<file path="src/rtl/mc10_tape_pkg.sv">
// rtl/mc10_tape_pkg.sv - shared types and 50 MHz default constants for the MC-10 tape decoder
package mc10_tape_pkg;

  typedef enum logic [1:0] {
    IDLE   = 2'd0,
    SYNC   = 2'd1,
    LOCKED = 2'd2
  } tape_state_t;

  // Defaults for a 50 MHz clk: 1200 Hz full cycle ~41667, 2400 Hz ~20833.
  localparam int unsigned FILTER_LEN_DEF = 64;
  localparam int unsigned PERIOD_W_DEF   = 17;
  localparam int unsigned MIN_P_DEF      = 15000;
  localparam int unsigned THRESH_DEF     = 31250;
  localparam int unsigned MAX_P_DEF      = 50000;

endpackage

</file>
<file path="src/rtl/mc10_tape_decoder_if.sv">
// rtl/mc10_tape_decoder_if.sv - decoded tape outputs bundle (level, period, bit, carrier, errors)
//
// master : driven by mc10_tape_decoder
// slave  : consumed by CPU port B / debug display
//   tape_level   filtered tape level
//   period       last accepted full-cycle period
//   period_valid one-cycle pulse, period updated
//   bit_valid    one-cycle pulse, coincident with period_valid
//   bit_value    decoded bit, held until next bit_valid
//   carrier      high while locked
//   err_count    saturating count of short-period glitches
interface mc10_tape_decoder_if
  import mc10_tape_pkg::*;
#(
  parameter int unsigned PERIOD_W = PERIOD_W_DEF
);
  logic                tape_level;
  logic [PERIOD_W-1:0] period;
  logic                period_valid;
  logic                bit_valid;
  logic                bit_value;
  logic                carrier;
  logic [7:0]          err_count;

  modport master (
    output tape_level, period, period_valid, bit_valid, bit_value, carrier, err_count
  );

  modport slave (
    input tape_level, period, period_valid, bit_valid, bit_value, carrier, err_count
  );
endinterface

</file>
<file path="src/rtl/tape_glitch_filter.sv">
// rtl/tape_glitch_filter.sv - run-length glitch filter for the synchronized tape comparator
//
// Ports:
//   clk     system clock
//   reset   synchronous, active-high
//   tape_i  synchronized raw tape input
//   level_o filtered level; flips after FILTER_LEN consecutive differing samples
module tape_glitch_filter
  import mc10_tape_pkg::*;
#(
  parameter int unsigned FILTER_LEN = FILTER_LEN_DEF
) (
  input  logic clk,
  input  logic reset,
  input  logic tape_i,
  output logic level_o
);
  localparam int unsigned FC_W = (FILTER_LEN > 1) ? $clog2(FILTER_LEN) : 1;
  localparam logic [FC_W-1:0] FC_LAST = FC_W'(FILTER_LEN - 1);

  logic [FC_W-1:0] fc_q;
  logic            level_q;

  always_ff @(posedge clk) begin
    if (reset) begin
      fc_q    <= '0;
      level_q <= 1'b0;
    end else if (tape_i == level_q) begin
      fc_q <= '0;
    end else if (fc_q == FC_LAST) begin
      // This is the FILTER_LEN-th consecutive differing sample.
      level_q <= ~level_q;
      fc_q    <= '0;
    end else begin
      fc_q <= fc_q + FC_W'(1);
    end
  end

  assign level_o = level_q;

endmodule

</file>
<file path="src/rtl/mc10_tape_decoder.sv">
// rtl/mc10_tape_decoder.sv - MC-10 cassette front end: glitch filter, FSK period measure, carrier lock
//
// Ports:
//   clk     system clock (clk_50)
//   reset   synchronous, active-high
//   tape_in tape input, already synchronized to clk
//   dec     mc10_tape_decoder_if master: tape_level, period, period_valid,
//           bit_valid, bit_value, carrier, err_count (all registered)
module mc10_tape_decoder
  import mc10_tape_pkg::*;
#(
  parameter int unsigned FILTER_LEN = FILTER_LEN_DEF,
  parameter int unsigned PERIOD_W   = PERIOD_W_DEF,
  parameter int unsigned MIN_P      = MIN_P_DEF,
  parameter int unsigned THRESH     = THRESH_DEF,
  parameter int unsigned MAX_P      = MAX_P_DEF
) (
  input  logic clk,
  input  logic reset,
  input  logic tape_in,
  mc10_tape_decoder_if.master dec
);
  localparam int unsigned MW = PERIOD_W + 1;
  localparam logic [MW-1:0] MIN_M = MW'(MIN_P);
  localparam logic [MW-1:0] THR_M = MW'(THRESH);
  localparam logic [MW-1:0] MAX_M = MW'(MAX_P);

  logic                level;
  logic                level_prev_q;
  logic                rise;
  logic [PERIOD_W-1:0] pc_q;
  logic [MW-1:0]       m;
  tape_state_t         state_q;
  logic [PERIOD_W-1:0] period_q;
  logic                period_valid_q;
  logic                bit_valid_q;
  logic                bit_value_q;
  logic [7:0]          err_count_q;

  tape_glitch_filter #(
    .FILTER_LEN (FILTER_LEN)
  ) u_filter (
    .clk     (clk),
    .reset   (reset),
    .tape_i  (tape_in),
    .level_o (level)
  );

  assign rise = level & ~level_prev_q;

  // One bit wider than pc so a saturated counter still reads as "too long".
  assign m = {1'b0, pc_q} + MW'(1);

  always_ff @(posedge clk) begin
    if (reset) begin
      level_prev_q   <= 1'b0;
      pc_q           <= '0;
      state_q        <= IDLE;
      period_q       <= '0;
      period_valid_q <= 1'b0;
      bit_valid_q    <= 1'b0;
      bit_value_q    <= 1'b0;
      err_count_q    <= '0;
    end else begin
      level_prev_q   <= level;
      period_valid_q <= 1'b0;
      bit_valid_q    <= 1'b0;

      if (rise) begin
        pc_q <= '0;
      end else if (pc_q != '1) begin
        pc_q <= pc_q + PERIOD_W'(1);
      end

      unique case (state_q)
        IDLE: begin
          if (rise) begin
            state_q <= SYNC;
          end
        end
        SYNC, LOCKED: begin
          // A rise wins over a coincident timeout; it then falls under m > MAX_P.
          if (rise) begin
            if (m < MIN_M) begin
              state_q <= SYNC;
              if (err_count_q != 8'hFF) begin
                err_count_q <= err_count_q + 8'd1;
              end
            end else if (m > MAX_M) begin
              state_q <= SYNC;
            end else begin
              period_q       <= m[PERIOD_W-1:0];
              period_valid_q <= 1'b1;
              bit_valid_q    <= 1'b1;
              bit_value_q    <= (m < THR_M);
              state_q        <= LOCKED;
            end
          end else if (m > MAX_M) begin
            state_q <= IDLE;
          end
        end
        default: state_q <= IDLE;
      endcase
    end
  end

  assign dec.tape_level   = level;
  assign dec.period       = period_q;
  assign dec.period_valid = period_valid_q;
  assign dec.bit_valid    = bit_valid_q;
  assign dec.bit_value    = bit_value_q;
  assign dec.carrier      = (state_q == LOCKED);
  assign dec.err_count    = err_count_q;

endmodule

</file>
<file path="src/flat_wrapper.sv">
// flat-port wrapper written by rule: the top's interface ports become plain ports
module mc10_tape_decoder_flat import mc10_tape_pkg::*;
#(
  parameter int unsigned FILTER_LEN = FILTER_LEN_DEF,
  parameter int unsigned PERIOD_W   = PERIOD_W_DEF,
  parameter int unsigned MIN_P      = MIN_P_DEF,
  parameter int unsigned THRESH     = THRESH_DEF,
  parameter int unsigned MAX_P      = MAX_P_DEF
)
  (clk, reset, tape_in, dec_tape_level, dec_period, dec_period_valid, dec_bit_valid, dec_bit_value, dec_carrier, dec_err_count);
  mc10_tape_decoder_if #(.PERIOD_W(PERIOD_W)) dec_i ();
  input  logic clk;
  input  logic reset;
  input  logic tape_in;
  output wire logic [$bits(dec_i.tape_level)-1:0] dec_tape_level;
  output wire logic [$bits(dec_i.period)-1:0] dec_period;
  output wire logic [$bits(dec_i.period_valid)-1:0] dec_period_valid;
  output wire logic [$bits(dec_i.bit_valid)-1:0] dec_bit_valid;
  output wire logic [$bits(dec_i.bit_value)-1:0] dec_bit_value;
  output wire logic [$bits(dec_i.carrier)-1:0] dec_carrier;
  output wire logic [$bits(dec_i.err_count)-1:0] dec_err_count;
  assign dec_tape_level = dec_i.tape_level;
  assign dec_period = dec_i.period;
  assign dec_period_valid = dec_i.period_valid;
  assign dec_bit_valid = dec_i.bit_valid;
  assign dec_bit_value = dec_i.bit_value;
  assign dec_carrier = dec_i.carrier;
  assign dec_err_count = dec_i.err_count;
  mc10_tape_decoder #(.FILTER_LEN(FILTER_LEN), .PERIOD_W(PERIOD_W), .MIN_P(MIN_P), .THRESH(THRESH), .MAX_P(MAX_P)) u_core (.clk(clk), .reset(reset), .tape_in(tape_in), .dec(dec_i));
endmodule
</file>
<file path="config.mk">
export PLATFORM = sky130hd
export DESIGN_NAME = mc10_tape_decoder_flat
export DESIGN_NICKNAME = d
export VERILOG_FILES = /design/src/rtl/mc10_tape_pkg.sv /design/src/rtl/mc10_tape_decoder_if.sv /design/src/rtl/tape_glitch_filter.sv /design/src/rtl/mc10_tape_decoder.sv /design/src/flat_wrapper.sv
export SDC_FILE = /design/constraint.sdc
export NUM_CORES = 1
export LEC_CHECK = 0
export CORE_ASPECT_RATIO = 1.4
export CORE_UTILIZATION = 50
export CTS_BUF_LIST = sky130_fd_sc_hd__clkbuf_4 sky130_fd_sc_hd__clkbuf_8
export DETAILED_ROUTE_END_ITERATION = 7
export PLACE_DENSITY = 0.67
export SLEW_MARGIN = 25
export SYNTH_ARGS = -nofsm -noshare
export SYNTH_HDL_FRONTEND = slang
export SYNTH_HIERARCHICAL = 1
export SYNTH_SLANG_ARGS = --single-unit
export TNS_END_PERCENT = 100
</file>
<file path="constraint.sdc">
create_clock -name clk -period 4 [get_ports clk]
set_input_delay 0.4 -clock clk [delete_from_list [all_inputs] [get_ports clk]]
set_output_delay 0.4 -clock clk [all_outputs]
set_load 0.01 [all_outputs]
</file>
==> run_results.csv <==
group,metric,value,unit
clock_network,total_cts_buffers,5,
placed_design,io_buffers,32,
global_route,wire_length_of_the_first_global_routing_pass,14100,µm
critical_path,cpMaxStageDelayCell,"sky130_fd_sc_hd__dfxtp_1",
sta,rsz0062_at_grt,"no",
synth,ys_ff_latch,54,
synth,mappedNetlistArea,3470,µm²
synth,syn_avg_cell_area,8.62,µm²
power,p_comb_share,5.3,%
critical_path,worst_path_largest_cell_delay,0.52,ns
detailed_routing,totalWireLength,8510,µm
power,power.share.switching,23.1,%
clock_network,cts_num_sinks,54,
placed_design,globalplace.congestion,0.905,
detailed_routing,remaining_drc_errors,0,
critical_path,worst_ep_arrival_time,3.95,ns
synth,synthesis.nets,412,
clock_network,hold_buffers,0,
power,pnr_total_power,0.976,mW
floorplan,design.die.area,7270,µm²
power,p_switching,0.226,mW
detailed_routing,dr.pass1.iters,4,
floorplan,core_area,6660,µm²
synth,yosys-top-cells-area,"sky130_fd_sc_hd__dfxtp_1, sky130_fd_sc_hd__xnor2_1, sky130_fd_sc_hd__nor2_1",
critical_path,worst-path-buf-inv,1,
critical_path,cp_common_cell,"sky130_fd_sc_hd__ha_1",
sta,max_clock_freq,0.269,GHz
synth,async_flop_share,0,%
final_layout,n_antenna_cell,0,
detailed_routing,num_vias,3077,
power,intPower,0.750,mW
synth,synth-edff-count,0,
clock_network,cts_tree,"built",
final_layout,layout.cells.non_filler,519,
detailed_routing,route.detailed.vias_per_inst,5.93,
clock_network,cts_max_level,2,
sta,report.final.hold_viol_count,0,
floorplan,die-width,72.4,µm
outcome,run_status,"complete, no violations",
sta,setup_slack,0.279,ns
clock_network,max-clock-path-buffers,2,
power,power.share.sequential,56.0,%
global_route,grt_pass1_vias,2836,
sta,final_min_period_over_clock_period,93.0,%
clock_network,clock_tree.root_cell,"sky130_fd_sc_hd__clkbuf_8",
critical_path,worstPathCellList,"ha_1 -> nand2_1 -> or3_1 -> nor2_1 -> and4_1 -> ha_1 -> or3b_1 -> or4_4 -> nor3_4 -> o21a_1 -> buf_4 -> a21oi_1 -> a211oi_2",
synth,ys.flop_type,"sky130_fd_sc_hd__dfxtp_1",
final_layout,drive_gt1_share,15.0,%
power,clockPowerShare,38.7,%
critical_path,startpoint_type,"flip-flop",
sta,slew_viol_final,0,
clock_network,worst_setup_hold_path_clk_slew,0.10,ns
run,drv.max_cap_violation_count,0,
synth,synth_cell_types,75,
synth,ys_seq_area_share,31.2,%
sta,clock-skew-final,0.00952,ns
floorplan,std_cell_rows,35,
critical_path,critPathKind,"reg -> reg",
synth,yosys_warnings,6,
power,ir_drop,0.201,mV
critical_path,crit_path_end_kind,"flip-flop",
floorplan,floorplan.die.height,101,µm
placed_design,dp.cells,509,
global_route,grt_start_max_net_pins,38,
floorplan,initial_core_util,52.1,%
synth,synth_top_area_share,31.2,%
global_route,grtUsageTotal,24.6,%
critical_path,cp.required,4.23,ns
sta,slew_of_the_pin_with_the_lowest_slew_margin,0.895,ns
final_layout,final_net_count,436,
detailed_routing,antenna_left,0,
global_route,grt.overflow.total,0,
worst_hold_path,timing.hold.worst.class,"reg -> reg",
placed_design,dp.final_hpwl,6180,µm
placed_design,post-place-ws,0.216,ns
global_route,antenna_violations_before_repair,0,
power,power.density_cell_area,245,nW/µm²
power,p_leak,1.27,nW
critical_path,path_delay_family,"simple AND/OR/NAND/NOR gates",
floorplan,io-pin-count,33,
sta,finalSetupViolations,0,
critical_path,timing.critical_path.fanout_max,12,
sta,hold_ws,0.487,ns
sta,period_needed,3.72,ns
detailed_routing,initialDrtViolationCount,135,
sta,slew-limit-headroom,40.3,%
synth,synth_top_area_cell,"sky130_fd_sc_hd__dfxtp_1",
clock_network,clock_insertion_delay_worst_skew,0.31,ns
detailed_routing,post_drt_wl_per_cell,16.4,µm
final_layout,syn_to_final_growth,14.7,%
synth,synthesis.instances,402,
sta,setup_tns,0,ns
==> registers in the layout, summed over array words and instances (netlist names) <==
name,flops
u_core/dec.bit_value,1
u_core/dec.err_count,8
u_core/u_filter/level_o,1
u_core/level_prev_q,1
u_core/u_filter/fc_q,6
u_core/dec.bit_valid,1
u_core/pc_q,17
u_core/dec.period,17
u_core/state_q,2
==> worst register-to-register path, delay by kind of cell, from the launching register on <==
| family | cells | cell delay [ns] |
|---|---|---|
| buf+inv | 1 | 0.19 |
| compound gates | 3 | 0.49 |
| fa+ha+maj | 2 | 0.51 |
| simple gates | 7 | 1.94 |
| flops | 1 | 0.52 |
==> per-stage QoR <==
stage / area [µm²] / utilization [%]
3_3_place_gp: 3830 / 57.6
5_1_grt: 3980 / 59.7
6_report: 3980 / 59.7
4_1_cts: 3950 / 59.3
3_5_place_dp: 3830 / 57.6
2_1_floorplan: 3470 / -
==> timing repair <==
item	CTS	global route
buffers inserted	0	2
setup endpoints to repair	0	14
gates resized for setup	0	0
==> metal layers <==
metal	GRT usage (%)	vias to the layer above	share of wire [%]
li1	-	1523	-
met1	30.7	1468	42
met2	43.2	71	53
met3	3.10	15	2.9
met4	8.14	0	1.9
met5	0	-	0
==> synth_stat cells, types with 3 or more instances <==
cell and count:
sky130_fd_sc_hd__a211oi_2 10, sky130_fd_sc_hd__nand2b_1 4, sky130_fd_sc_hd__xnor2_1 21, sky130_fd_sc_hd__inv_1 8, sky130_fd_sc_hd__clkbuf_1 14, sky130_fd_sc_hd__nor4_1 6
sky130_fd_sc_hd__and3_1 4, sky130_fd_sc_hd__nand2_1 18, sky130_fd_sc_hd__or3_1 9, sky130_fd_sc_hd__nand4_1 11, sky130_fd_sc_hd__buf_2 8, sky130_fd_sc_hd__o21ai_0 13
sky130_fd_sc_hd__a31oi_1 4, sky130_fd_sc_hd__mux2i_1 5, sky130_fd_sc_hd__a21oi_2 5, sky130_fd_sc_hd__buf_6 3, sky130_fd_sc_hd__xor2_1 10, sky130_fd_sc_hd__dfxtp_1 54
sky130_fd_sc_hd__nor4_2 3, sky130_fd_sc_hd__o211ai_1 3, sky130_fd_sc_hd__nand3_2 3, sky130_fd_sc_hd__and2_1 5, sky130_fd_sc_hd__nand3_1 16, sky130_fd_sc_hd__and4_1 3
sky130_fd_sc_hd__nor3_1 11, sky130_fd_sc_hd__nor4b_1 3, sky130_fd_sc_hd__buf_4 5, sky130_fd_sc_hd__a21oi_1 25, sky130_fd_sc_hd__nor2_1 38, sky130_fd_sc_hd__a211oi_1 4
sky130_fd_sc_hd__nor2b_1 6, sky130_fd_sc_hd__o21a_1 3, sky130_fd_sc_hd__ha_1 7, sky130_fd_sc_hd__a311oi_1 3
==> layout by cell type, fill, tap and decap left out, types with 3 or more instances in the layout <==
master and count:
sky130_fd_sc_hd__dfxtp_1 54, sky130_fd_sc_hd__nor2_1 38, sky130_fd_sc_hd__clkdlybuf4s50_1 32, sky130_fd_sc_hd__a21oi_1 25
sky130_fd_sc_hd__xnor2_1 21, sky130_fd_sc_hd__nand2_1 18, sky130_fd_sc_hd__nand3_1 16, sky130_fd_sc_hd__buf_4 16
sky130_fd_sc_hd__o21ai_0 13, sky130_fd_sc_hd__nand4_1 11, sky130_fd_sc_hd__nor3_1 11, sky130_fd_sc_hd__xor2_1 10
sky130_fd_sc_hd__a211oi_2 10, sky130_fd_sc_hd__or3_1 9, sky130_fd_sc_hd__inv_1 8, sky130_fd_sc_hd__ha_1 7
sky130_fd_sc_hd__nor4_1 6, sky130_fd_sc_hd__nor2b_1 6, sky130_fd_sc_hd__clkbuf_8 5, sky130_fd_sc_hd__and2_1 5
sky130_fd_sc_hd__mux2i_1 5, sky130_fd_sc_hd__a21oi_2 5, sky130_fd_sc_hd__and3_1 4, sky130_fd_sc_hd__nand2b_1 4
sky130_fd_sc_hd__a31oi_1 4, sky130_fd_sc_hd__a211oi_1 4, sky130_fd_sc_hd__nand3_2 3, sky130_fd_sc_hd__and4_1 3
sky130_fd_sc_hd__nor4_2 3, sky130_fd_sc_hd__o21a_1 3, sky130_fd_sc_hd__nor4b_1 3, sky130_fd_sc_hd__o211ai_1 3
sky130_fd_sc_hd__a311oi_1 3
==> power by group through the flow <==
stage / registers, mW / logic, mW / clock network [mW]
global route: 0.548 / 0.0563 / 0.417
finish: 0.546 / 0.0518 / 0.378
CTS: 0.546 / 0.0515 / 0.396
floorplan: 0.556 / 0.0407 / 0
global placement: 0.558 / 0.0512 / 0
detailed placement: 0.559 / 0.0512 / 0
==> cells by family (layout without fill, tap and decap cells) <==
kind of cell    after synthesis  count (layout)  synth area share, %
simple gates                165             165                 28.8
compound gates               98              98                 21.6
flops                        54              54                 31.2
buf+inv                      41              66                 6.25
xor+xnor                     31              31                 7.83
fa+ha+maj                     7               7                 2.53
mux                           6               6                 1.77
==> path summary, 6_finish.rpt <==
path / start / endpoint / slack, ns / depth (start not counted)
setup / recovery: u_core/pc_q[1]$_SDFFE_PP0P_ / u_core/dec.period[7]$_SDFFE_PP0P_ / 0.28 / 13
hold / removal: u_core/u_filter/fc_q[0]$_SDFF_PP0_ / u_core/u_filter/fc_q[0]$_SDFF_PP0_ / 0.49 / 1
setup reg to reg: u_core/pc_q[1]$_SDFFE_PP0P_ / u_core/dec.period[7]$_SDFFE_PP0P_ / 0.28 / 13
hold reg to reg: u_core/u_filter/fc_q[0]$_SDFF_PP0_ / u_core/u_filter/fc_q[0]$_SDFF_PP0_ / 0.49 / 1
==> final cells by class <==
| class | instances | area [µm²] |
|---|---|---|
| Fill cell | 652 | 2680 |
| Multi-Input combinational cell | 307 | 2170 |
| Sequential cell | 54 | 1080 |
| Timing Repair Buffer | 49 | 460 |
| Tap cell | 92 | 115 |
| Clock buffer | 5 | 68.8 |
| Clock inverter | 3 | 48.8 |
| Inverter | 9 | 33.8 |
Power figures use the tool's default switching activity.
